==> src/rtl/rtype_instr_encoder_if.sv <==
// Request/result bundle for rtype_instr_encoder: request handshake in, encoded
// word handshake out, plus FIFO occupancy and the sticky illegal-op flag.
interface rtype_instr_encoder_if #(
  parameter int DEPTH  = 4,
  parameter int ADDR_W = 8
);
  logic                       in_valid;
  logic                       in_ready;
  logic [2:0]                 in_alu_op;
  logic [4:0]                 in_rs;
  logic [4:0]                 in_rt;
  logic [4:0]                 in_rd;
  logic [4:0]                 in_shamt;
  logic                       out_valid;
  logic                       out_ready;
  logic [31:0]                out_instr;
  logic [ADDR_W-1:0]          out_addr;
  logic [$clog2(DEPTH):0]     level;
  logic                       err;

  // Request producer / instruction-memory side.
  modport master (
    output in_valid, in_alu_op, in_rs, in_rt, in_rd, in_shamt, out_ready,
    input  in_ready, out_valid, out_instr, out_addr, level, err
  );

  // Encoder side.
  modport slave (
    input  in_valid, in_alu_op, in_rs, in_rt, in_rd, in_shamt, out_ready,
    output in_ready, out_valid, out_instr, out_addr, level, err
  );
endinterface

==> src/rtl/rtype_instr_encoder.sv <==
// Encodes alu_op requests into MIPS R-type words, buffers them in a FIFO and
// writes them to sequential instruction-memory addresses. RTYPE_ENC_SHAMT_EN
// enables the shamt field for srl.
//
// Handshake: a transfer happens on a rising edge where valid && ready are both
// high; valid-side payload must be held while valid && !ready.
module rtype_instr_encoder #(
  parameter int DEPTH  = 4,
  parameter int ADDR_W = 8
) (
  input  logic                  clk,
  input  logic                  reset,
  rtype_instr_encoder_if.slave  bus
);
  localparam int PTR_W = (DEPTH > 1) ? $clog2(DEPTH) : 1;
  localparam int LVL_W = $clog2(DEPTH) + 1;

  logic [31:0]       mem [DEPTH];
  logic [PTR_W-1:0]  wr_ptr;
  logic [PTR_W-1:0]  rd_ptr;
  logic [LVL_W-1:0]  count;
  logic [ADDR_W-1:0] addr_q;
  logic              err_q;

  logic [5:0]  func;
  logic [4:0]  shamt;
  logic        legal;
  logic [31:0] word;
  logic        accept;
  logic        push;
  logic        pop;

  // func codes are the inverse of the ALU-control decoder table.
  always_comb begin
    func  = 6'b000000;
    legal = 1'b1;
    case (bus.in_alu_op)
      3'b000:  func = 6'b100100;
      3'b001:  func = 6'b100101;
      3'b010:  func = 6'b100000;
      3'b100:  func = 6'b100010;
      3'b101:  func = 6'b000010;
      3'b110:  func = 6'b100110;
      3'b111:  func = 6'b100111;
      default: legal = 1'b0;
    endcase
  end

`ifdef RTYPE_ENC_SHAMT_EN
  assign shamt = (bus.in_alu_op == 3'b101) ? bus.in_shamt : 5'd0;
`else
  assign shamt = 5'd0;
`endif

  assign word = {6'b000000, bus.in_rs, bus.in_rt, bus.in_rd, shamt, func};

  assign bus.in_ready  = (count != LVL_W'(DEPTH));
  assign bus.out_valid = (count != '0);
  assign accept        = bus.in_valid && bus.in_ready;
  // Illegal ops complete the handshake but never occupy a slot.
  assign push          = accept && legal;
  assign pop           = bus.out_valid && bus.out_ready;

  assign bus.out_instr = mem[rd_ptr];
  assign bus.out_addr  = addr_q;
  assign bus.level     = count;
  assign bus.err       = err_q;

  always_ff @(posedge clk or posedge reset) begin
    if (reset) begin
      for (int i = 0; i < DEPTH; i++) mem[i] <= '0;
      wr_ptr <= '0;
      rd_ptr <= '0;
      count  <= '0;
      addr_q <= '0;
      err_q  <= 1'b0;
    end else begin
      if (push) begin
        mem[wr_ptr] <= word;
        wr_ptr      <= wr_ptr + PTR_W'(1);
      end
      if (pop) begin
        rd_ptr <= rd_ptr + PTR_W'(1);
        addr_q <= addr_q + ADDR_W'(1);
      end
      case ({push, pop})
        2'b10:   count <= count + LVL_W'(1);
        2'b01:   count <= count - LVL_W'(1);
        default: count <= count;
      endcase
      if (accept && !legal) err_q <= 1'b1;
    end
  end
endmodule

==> src/flat_wrapper.sv <==
// flat-port wrapper written by rule: the top's interface ports become plain ports
module rtype_instr_encoder_flat 
#(
  parameter int DEPTH  = 4,
  parameter int ADDR_W = 8
)
  (clk, reset, bus_in_valid, bus_in_alu_op, bus_in_rs, bus_in_rt, bus_in_rd, bus_in_shamt, bus_out_ready, bus_in_ready, bus_out_valid, bus_out_instr, bus_out_addr, bus_level, bus_err);
  rtype_instr_encoder_if #(.DEPTH(DEPTH), .ADDR_W(ADDR_W)) bus_i ();
  input  logic clk;
  input  logic reset;
  input wire logic [$bits(bus_i.in_valid)-1:0] bus_in_valid;
  input wire logic [$bits(bus_i.in_alu_op)-1:0] bus_in_alu_op;
  input wire logic [$bits(bus_i.in_rs)-1:0] bus_in_rs;
  input wire logic [$bits(bus_i.in_rt)-1:0] bus_in_rt;
  input wire logic [$bits(bus_i.in_rd)-1:0] bus_in_rd;
  input wire logic [$bits(bus_i.in_shamt)-1:0] bus_in_shamt;
  input wire logic [$bits(bus_i.out_ready)-1:0] bus_out_ready;
  output wire logic [$bits(bus_i.in_ready)-1:0] bus_in_ready;
  output wire logic [$bits(bus_i.out_valid)-1:0] bus_out_valid;
  output wire logic [$bits(bus_i.out_instr)-1:0] bus_out_instr;
  output wire logic [$bits(bus_i.out_addr)-1:0] bus_out_addr;
  output wire logic [$bits(bus_i.level)-1:0] bus_level;
  output wire logic [$bits(bus_i.err)-1:0] bus_err;
  assign bus_i.in_valid = bus_in_valid;
  assign bus_i.in_alu_op = bus_in_alu_op;
  assign bus_i.in_rs = bus_in_rs;
  assign bus_i.in_rt = bus_in_rt;
  assign bus_i.in_rd = bus_in_rd;
  assign bus_i.in_shamt = bus_in_shamt;
  assign bus_i.out_ready = bus_out_ready;
  assign bus_in_ready = bus_i.in_ready;
  assign bus_out_valid = bus_i.out_valid;
  assign bus_out_instr = bus_i.out_instr;
  assign bus_out_addr = bus_i.out_addr;
  assign bus_level = bus_i.level;
  assign bus_err = bus_i.err;
  rtype_instr_encoder #(.DEPTH(DEPTH), .ADDR_W(ADDR_W)) u_core (.clk(clk), .reset(reset), .bus(bus_i));
endmodule
==> config.mk <==
export PLATFORM = sky130hd
export DESIGN_NAME = rtype_instr_encoder_flat
export DESIGN_NICKNAME = d
export VERILOG_FILES = /design/src/rtl/rtype_instr_encoder_if.sv /design/src/rtl/rtype_instr_encoder.sv /design/src/flat_wrapper.sv
export SDC_FILE = /design/constraint.sdc
export NUM_CORES = 1
export LEC_CHECK = 0
export BUFFER_PORTS_ARGS = -buffer_cell sky130_fd_sc_hd__buf_4
export CAP_MARGIN = 0
export CORE_ASPECT_RATIO = 1.4
export CORE_MARGIN = 2
export CORE_UTILIZATION = 50
export DETAILED_ROUTE_END_ITERATION = 10
export GPL_TIMING_DRIVEN = 0
export PLACE_DENSITY = 0.75
export SETUP_SLACK_MARGIN = 0.1
export SYNTH_ARGS = -nofsm -noshare
export SYNTH_HDL_FRONTEND = slang
export SYNTH_SLANG_ARGS = --single-unit
==> constraint.sdc <==
create_clock -name clk -period 3.3 [get_ports clk]
set_clock_uncertainty 0.05 [all_clocks]
set_input_delay 0.495 -clock clk [delete_from_list [all_inputs] [get_ports clk]]
set_output_delay 0.495 -clock clk [all_outputs]
set_load 0.05 [all_outputs]
==> results of run 1 <==
## worst paths after layout
kind,start,to,slack (ns)
worst min-delay path,reset,u_core.mem[2]$_DFFE_PP0P_,0.06
min in group clk,bus_in_rd[0],u_core.mem[107]$_DFFE_PP0P_,0.35
worst max register to register,u_core.bus.level[0]$_DFFE_PP0P_,u_core.bus.level[2]$_DFFE_PP0P_,0.90
worst min register to register,u_core.bus.err$_DFFE_PP0P_,u_core.bus.err$_DFFE_PP0P_,0.43
max in group asynchronous,reset,u_core.mem[49]$_DFFE_PP0P_,2.52
worst max-delay path,u_core.rd_ptr[1]$_DFFE_PP0P_,bus_out_instr[0],0.90
## synthesized netlist by cell type (6+ instances only)
cell type  count
nor3_1         6
mux4_2        19
mux2_2        56
nor2_1        10
mux2_4         8
ha_1           6
xor2_1         6
dfrtp_1       92
nand2_1       11
buf_4         15
inv_1          8
xnor2_1        8
nand4_1        6
## stage by stage
step | setup WS (ns) | hold WS, ns | std cells | cell area, µm²
2_1_floorplan | 0.363 | 0.403 | 319 | 4470
3_3_place_gp | -0.602 | 0.404 | 476 | 4990
3_5_place_dp | 0.887 | 0.415 | 477 | 5020
4_1_cts | 0.846 | 0.0538 | 493 | 5320
5_1_grt | 0.720 | 0.0695 | 493 | 5320
6_report | 0.899 | 0.0560 | 493 | 5320
## cells in the final DEF (no fill, tap or decap), types with 5 or more instances in the layout
master | netlist | final
a2bb2oi_1 | 5 | 5
buf_4 | 15 | 67
buf_6 | 5 | 5
clkbuf_16 | 0 | 9
conb_1 | 1 | 13
dfrtp_1 | 92 | 92
ha_1 | 6 | 6
inv_1 | 8 | 7
mux2_2 | 56 | 56
mux2_4 | 8 | 8
mux4_2 | 19 | 19
nand2_1 | 11 | 11
nand4_1 | 6 | 6
nor2_1 | 10 | 10
nor3_1 | 6 | 6
xnor2_1 | 8 | 8
xor2_1 | 6 | 6
## state kept, by name (all words and copies together), names as in the netlist
register	count
u_core.mem	76
u_core.bus.out_addr	8
u_core.bus.level	3
u_core.rd_ptr	2
u_core.wr_ptr	2
u_core.bus.err	1
## per-layer routing
layer | wire, µm | global-route usage | up-vias | share of wire
met1 | 3510 | 0.235 | 1359 | 0.42
met2 | 4310 | 0.319 | 71 | 0.51
li1 | - | - | 1239 | -
met5 | 0 | 0 | - | 0
met3 | 337 | 0.0323 | 16 | 0.040
met4 | 237 | 0.0968 | 0 | 0.028
## layout make-up
cell class / count / share of cell area
Buffer: 28 / 0.0402
Clock buffer: 9 / 0.0424
Clock inverter: 7 / 0.0127
Inverter: 9 / 0.00682
Multi-Input combinational cell: 190 / 0.362
Sequential cell: 92 / 0.433
Tap cell: 105 / 0.0247
Timing Repair Buffer: 53 / 0.0786
## kinds of logic (layout without fill, tap and decap cells)
logic type | after synthesis | count (layout)
xor gates and xnor gates | 14 | 14
DFF | 92 | 92
and+or+nand+nor | 50 | 50
muxes | 85 | 85
other | 1 | 13
adders and majority gates | 7 | 7
AOI/OAI and AO/OA | 21 | 21
buffers and inverters | 37 | 106
==> results.md, run 1 <==
* Mux cell area share after synthesis at 0.271
* CTS tree: done
* Worst-margin pin slew at between 0.7 and 0.8 ns
* Area of the multi-input gates at 1920 µm²
* Hpwl dp at 5.86 mm
* Cts hold-fix bufs at 0
* # nets final at 417
* Compound-gate portion of the synthesized area at 0.0365
* GRT overflow at 0
* Storage element area at 2300 µm²
* Via density at 5.45
* CP top delay family: buffers and inverters
* CP peak stage delay at between 0.5 and 0.6 ns
* Max cap viols at 0
* Root Buffer: clkbuf_16
* IO Pins at 73
* # resized after CTS at 0
* Share of the synthesized area in the top cell type at 0.520
* Max Buffers Root-to-Sink at 2
* Max-slew violation count at 0
* Asr flop ratio synth at 1.00
* GPL Wtd Cong at 0.859
* First-pass GRT wire length at 14.0 mm
* Largest family of logic cells by synthesized area: multiplexers
* Syn avg cell area at about 14 µm²
* Critical path depth in cells at 3
* R2R cell count at 10
* Fillers at 692
* Die footprint at 9640 µm²
* Final Core Density at 0.618
* Post-route ant nets at 0
* # diodes at 0
* Number of placement rows at 40
* WP data arrival at 1.86 ns
* Port Buf Inserts at 52
* Crit start category: flip-flop
* Vias in the first global route at 2,843
* Seq/Total Area, Yosys at 0.520
* Vias post-DR at approximately 2.7k
* Post-Synth Simple-Gate Area at 0.0667
* Setup crit end kind: output pin
* CTS clk-pin slew, worst paths at ~0.060 ns
* XOR/XNOR share of the synthesized area at 0.0277
* Drt drc at 0
* Crit path cell chain: clkbuf_1 > mux4_2 > buf_4
* Adder-Cell Fraction of Synth Area at 0.0215
* Iter 0 DRT Violations at approximately 110
* Yosys cell types at 40
* WS Path Type: flip-flop to output pin
* Synth warn at 0
* Clk_lat worst skew at 0.34 ns
* Post-synth top area cell: dfrtp_1
* Achievable Freq at 416 MHz
* Fin crit share at 0.728
* Req. time, crit path at 2.75 ns
* Num Clock Sinks at 92
* Flop and latch count out of synthesis at 92
* Syn Inst Count at 307
* Post-Synthesis Cell Area at around 4400 µm²
* DR WL/cell at around 17 µm
* CP max-delay cell: clkbuf_1
* Drt first pass iters at 7
* Hold WC Path Type: input port to asynchronous set/reset pin
* Largest net degree at the start of global routing at 75
* Slew HR at 0.529
* Endpoints failing setup at 0
* Core area at approximately 8600 µm²
* Outcome: finished, final reports clean
* Post-synth EDFFs at 0
* Initial antenna violation count at 0
* Gr usage total at 0.188
* Final min period at 2.40 ns
* Dominant cells by area after synthesis: dfrtp_1, mux2_2, mux4_2
* Post-CTS Setup Repair Bufs at 0
* Top FF cell, synth: dfrtp_1
* Share of layout cells above drive strength 1 at 0.474
* Starting density of the core at 0.514
* Die Span Y at 115 µm
* TritonCTS Buffers at 9
* Total wire length at about 8.4 mm
* Worst path bufs/invs at 2
* Worst-path fanout max at 10
* Die width at 83.5 µm
* Final hold vios at 0
* RSZ-0062 raised after global routing: no
* Synth-to-Final Area Change at 20.1%
* H-tree depth at 3
* Setup total negative slack at 0 ns
Power of run 1 is not shown: default switching activity piles up to over one toggle a cycle in this logic, so the estimate is an artifact.
==> run 2: changes to the inputs <==
--- a/config.mk
+++ b/config.mk
@@ -12,7 +12,7 @@
 export CORE_UTILIZATION = 50
 export DETAILED_ROUTE_END_ITERATION = 10
 export GPL_TIMING_DRIVEN = 0
-export PLACE_DENSITY = 0.75
+export PLACE_DENSITY = 0.78
 export SETUP_SLACK_MARGIN = 0.1
 export SYNTH_ARGS = -nofsm -noshare
 export SYNTH_HDL_FRONTEND = slang
==> constraint.sdc (replaced) <==
create_clock -name clk -period 2.1 [get_ports clk]
set_clock_uncertainty 0.05 [all_clocks]
set_input_delay 0.315 -clock clk [delete_from_list [all_inputs] [get_ports clk]]
set_output_delay 0.315 -clock clk [all_outputs]
set_load 0.05 [all_outputs]
==> results.md, run 2 (synthesis results as in run 1) <==
* Outcome: finished, final reports clean
* TritonCTS Buffers at 9
* Initial antenna violation count at 0
* Fillers at 605
* Total wire length at approximately 9.5 mm
* Fin crit share at 0.993
* GPL Wtd Cong at 0.841
* Pwr Total at roughly 11 mW
* Worst reg2reg setup slack at 0.05 ns
* Achievable Freq at 480 MHz
* Number of placement rows at 40
* H-tree depth at 3
* Num Clock Sinks at 92
* WS Path Type: flip-flop to output pin
* Port Buf Inserts at 52
* Hpwl dp at 6.24 mm
* Req. time, crit path at 1.74 ns
* Core area at ~8600 µm²
* Vias post-DR at 2,845
* Drt drc at 0
* CTS tree: done
* GRT overflow at 0
* Post-route ant nets at 0
* CP top delay family: multiplexers
* Largest reg by FF count: u_core.mem
* Max cap viols at 0
* Gr usage total at 0.212
* # nets final at approximately 450
* Die Span Y at 115 µm
* Final hold vios at 0
* Starting density of the core at 0.514
* CP max-delay cell: mux4_2
* DP Worst Slack at -0.283 ns
* Max Buffers Root-to-Sink at 2
* Setup slack after layout at 0.0151 ns
* Drt first pass iters at 4
* Vias in the first global route at 3,004
* Commonest non-fill, non-tap cell in the layout: dfrtp_1
* Setup crit end kind: output pin
* Max reg flops at between 70 and 80
* Hold WC Path Type: input port to flip-flop
* WP data arrival at 1.72 ns
* Pwr per Cell Area at a little under 2000 nW/µm²
* Die width at between 80 and 90 µm
* Endpoints failing setup at 0
* First-pass GRT wire length at 15.6 mm
* VDD IR-drop max at 1.66 mV
* RSZ-0062 raised after global routing: yes
* Final min period at 2.08 ns
* DR WL/cell at 18.1 µm
* Root Buffer: clkbuf_16
* Slew HR at 0.619
* CTS clk-pin slew, worst paths at 0.06 ns
* Synth-to-Final Area Change at 32.5%
* Crit start category: flip-flop
* Share of layout cells above drive strength 1 at 0.530
* Crit path cell chain: buf_6 > buf_12 > mux4_2 > buf_8
* Via density at 5.39
* Iter 0 DRT Violations at 139
* Worst path bufs/invs at 3
* Worst-margin pin slew at around 0.57 ns
* IO Pins at 73
* # diodes at 0
* Leakage power at 2.62 nW
* Max-slew violation count at 0
* CP peak stage delay at 0.53 ns
* Largest net degree at the start of global routing at 44
* Clk_lat worst skew at about 0.33 ns
* Die footprint at 9640 µm²
* Most frequent cells in the layout: dfrtp_1, buf_4, mux2_2
* Worst-path fanout max at 5
## run 2: cell type report
type	count	area, µm²	area share
Sequential cell	92	2310	0.393
Multi-Input combinational cell	190	1970	0.335
Timing Repair Buffer	88	895	0.153
Clock buffer	15	258	0.0439
Buffer	28	250	0.0427
Tap cell	105	131	0.0224
Inverter	9	50.0	0.00853
Clock inverter	1	8.76	0.00149
## run 2: power breakdown
group	switching [mW]	internal (mW)	leakage [nW]
Clock	0.627	0.839	0.128
Sequential	0.585	2.67	1.08
Combinational	3.43	3.30	1.41
## run 2: routing by layer
| metal | global-route usage | vias to the layer above | routed length, µm |
|---|---|---|---|
| met2 | 0.383 | 83 | 5160 |
| met1 | 0.251 | 1426 | 3790 |
| met3 | 0.0294 | 20 | 373 |
| met5 | 0 | - | 0 |
| met4 | 0.103 | 0 | 206 |
| li1 | - | 1316 | - |
## run 2: through the flow
step,std cells,setup TNS (ns),util,hold WS [ns],area (µm²)
global placement,476,-0.576,0.584,0.412,5030
global route,528,-0.213,0.681,0.182,5870
floorplan,319,-0.265,-,0.400,4510
detailed placement,478,-0.563,0.589,0.326,5070
CTS,509,-0.00227,0.664,0.171,5720
finish,528,0,0.681,0.177,5870
## run 2: what timing repair did
action | 4_1_cts | 5_1_grt
gates cloned | 2 | 1
endpoints found under the setup margin | 41 | 41
gates resized for setup | 62 | 2
pin swaps | 3 | 6
setup buffers | 12 | 18
endpoints found under the hold margin | 19 | 0
hold buffers | 1 | 0
## run 2: final timing paths
kind	cells past startpoint	startpoint	to
min	2	bus_in_rd[0]	u_core.mem[107]$_DFFE_PP0P_
min reg2reg	1	u_core.bus.out_addr[7]$_DFFE_PP0P_	u_core.bus.out_addr[7]$_DFFE_PP0P_
max in group asynchronous	5	reset	u_core.rd_ptr[0]$_DFFE_PP0P_
max reg2reg	10	u_core.bus.level[1]$_DFFE_PP0P_	u_core.bus.level[2]$_DFFE_PP0P_
max	4	u_core.rd_ptr[0]$_DFFE_PP0P_	bus_out_instr[25]
min in group asynchronous	3	reset	u_core.mem[66]$_DFFE_PP0P_
No activity file was read; power rests on OpenSTA's default activity.
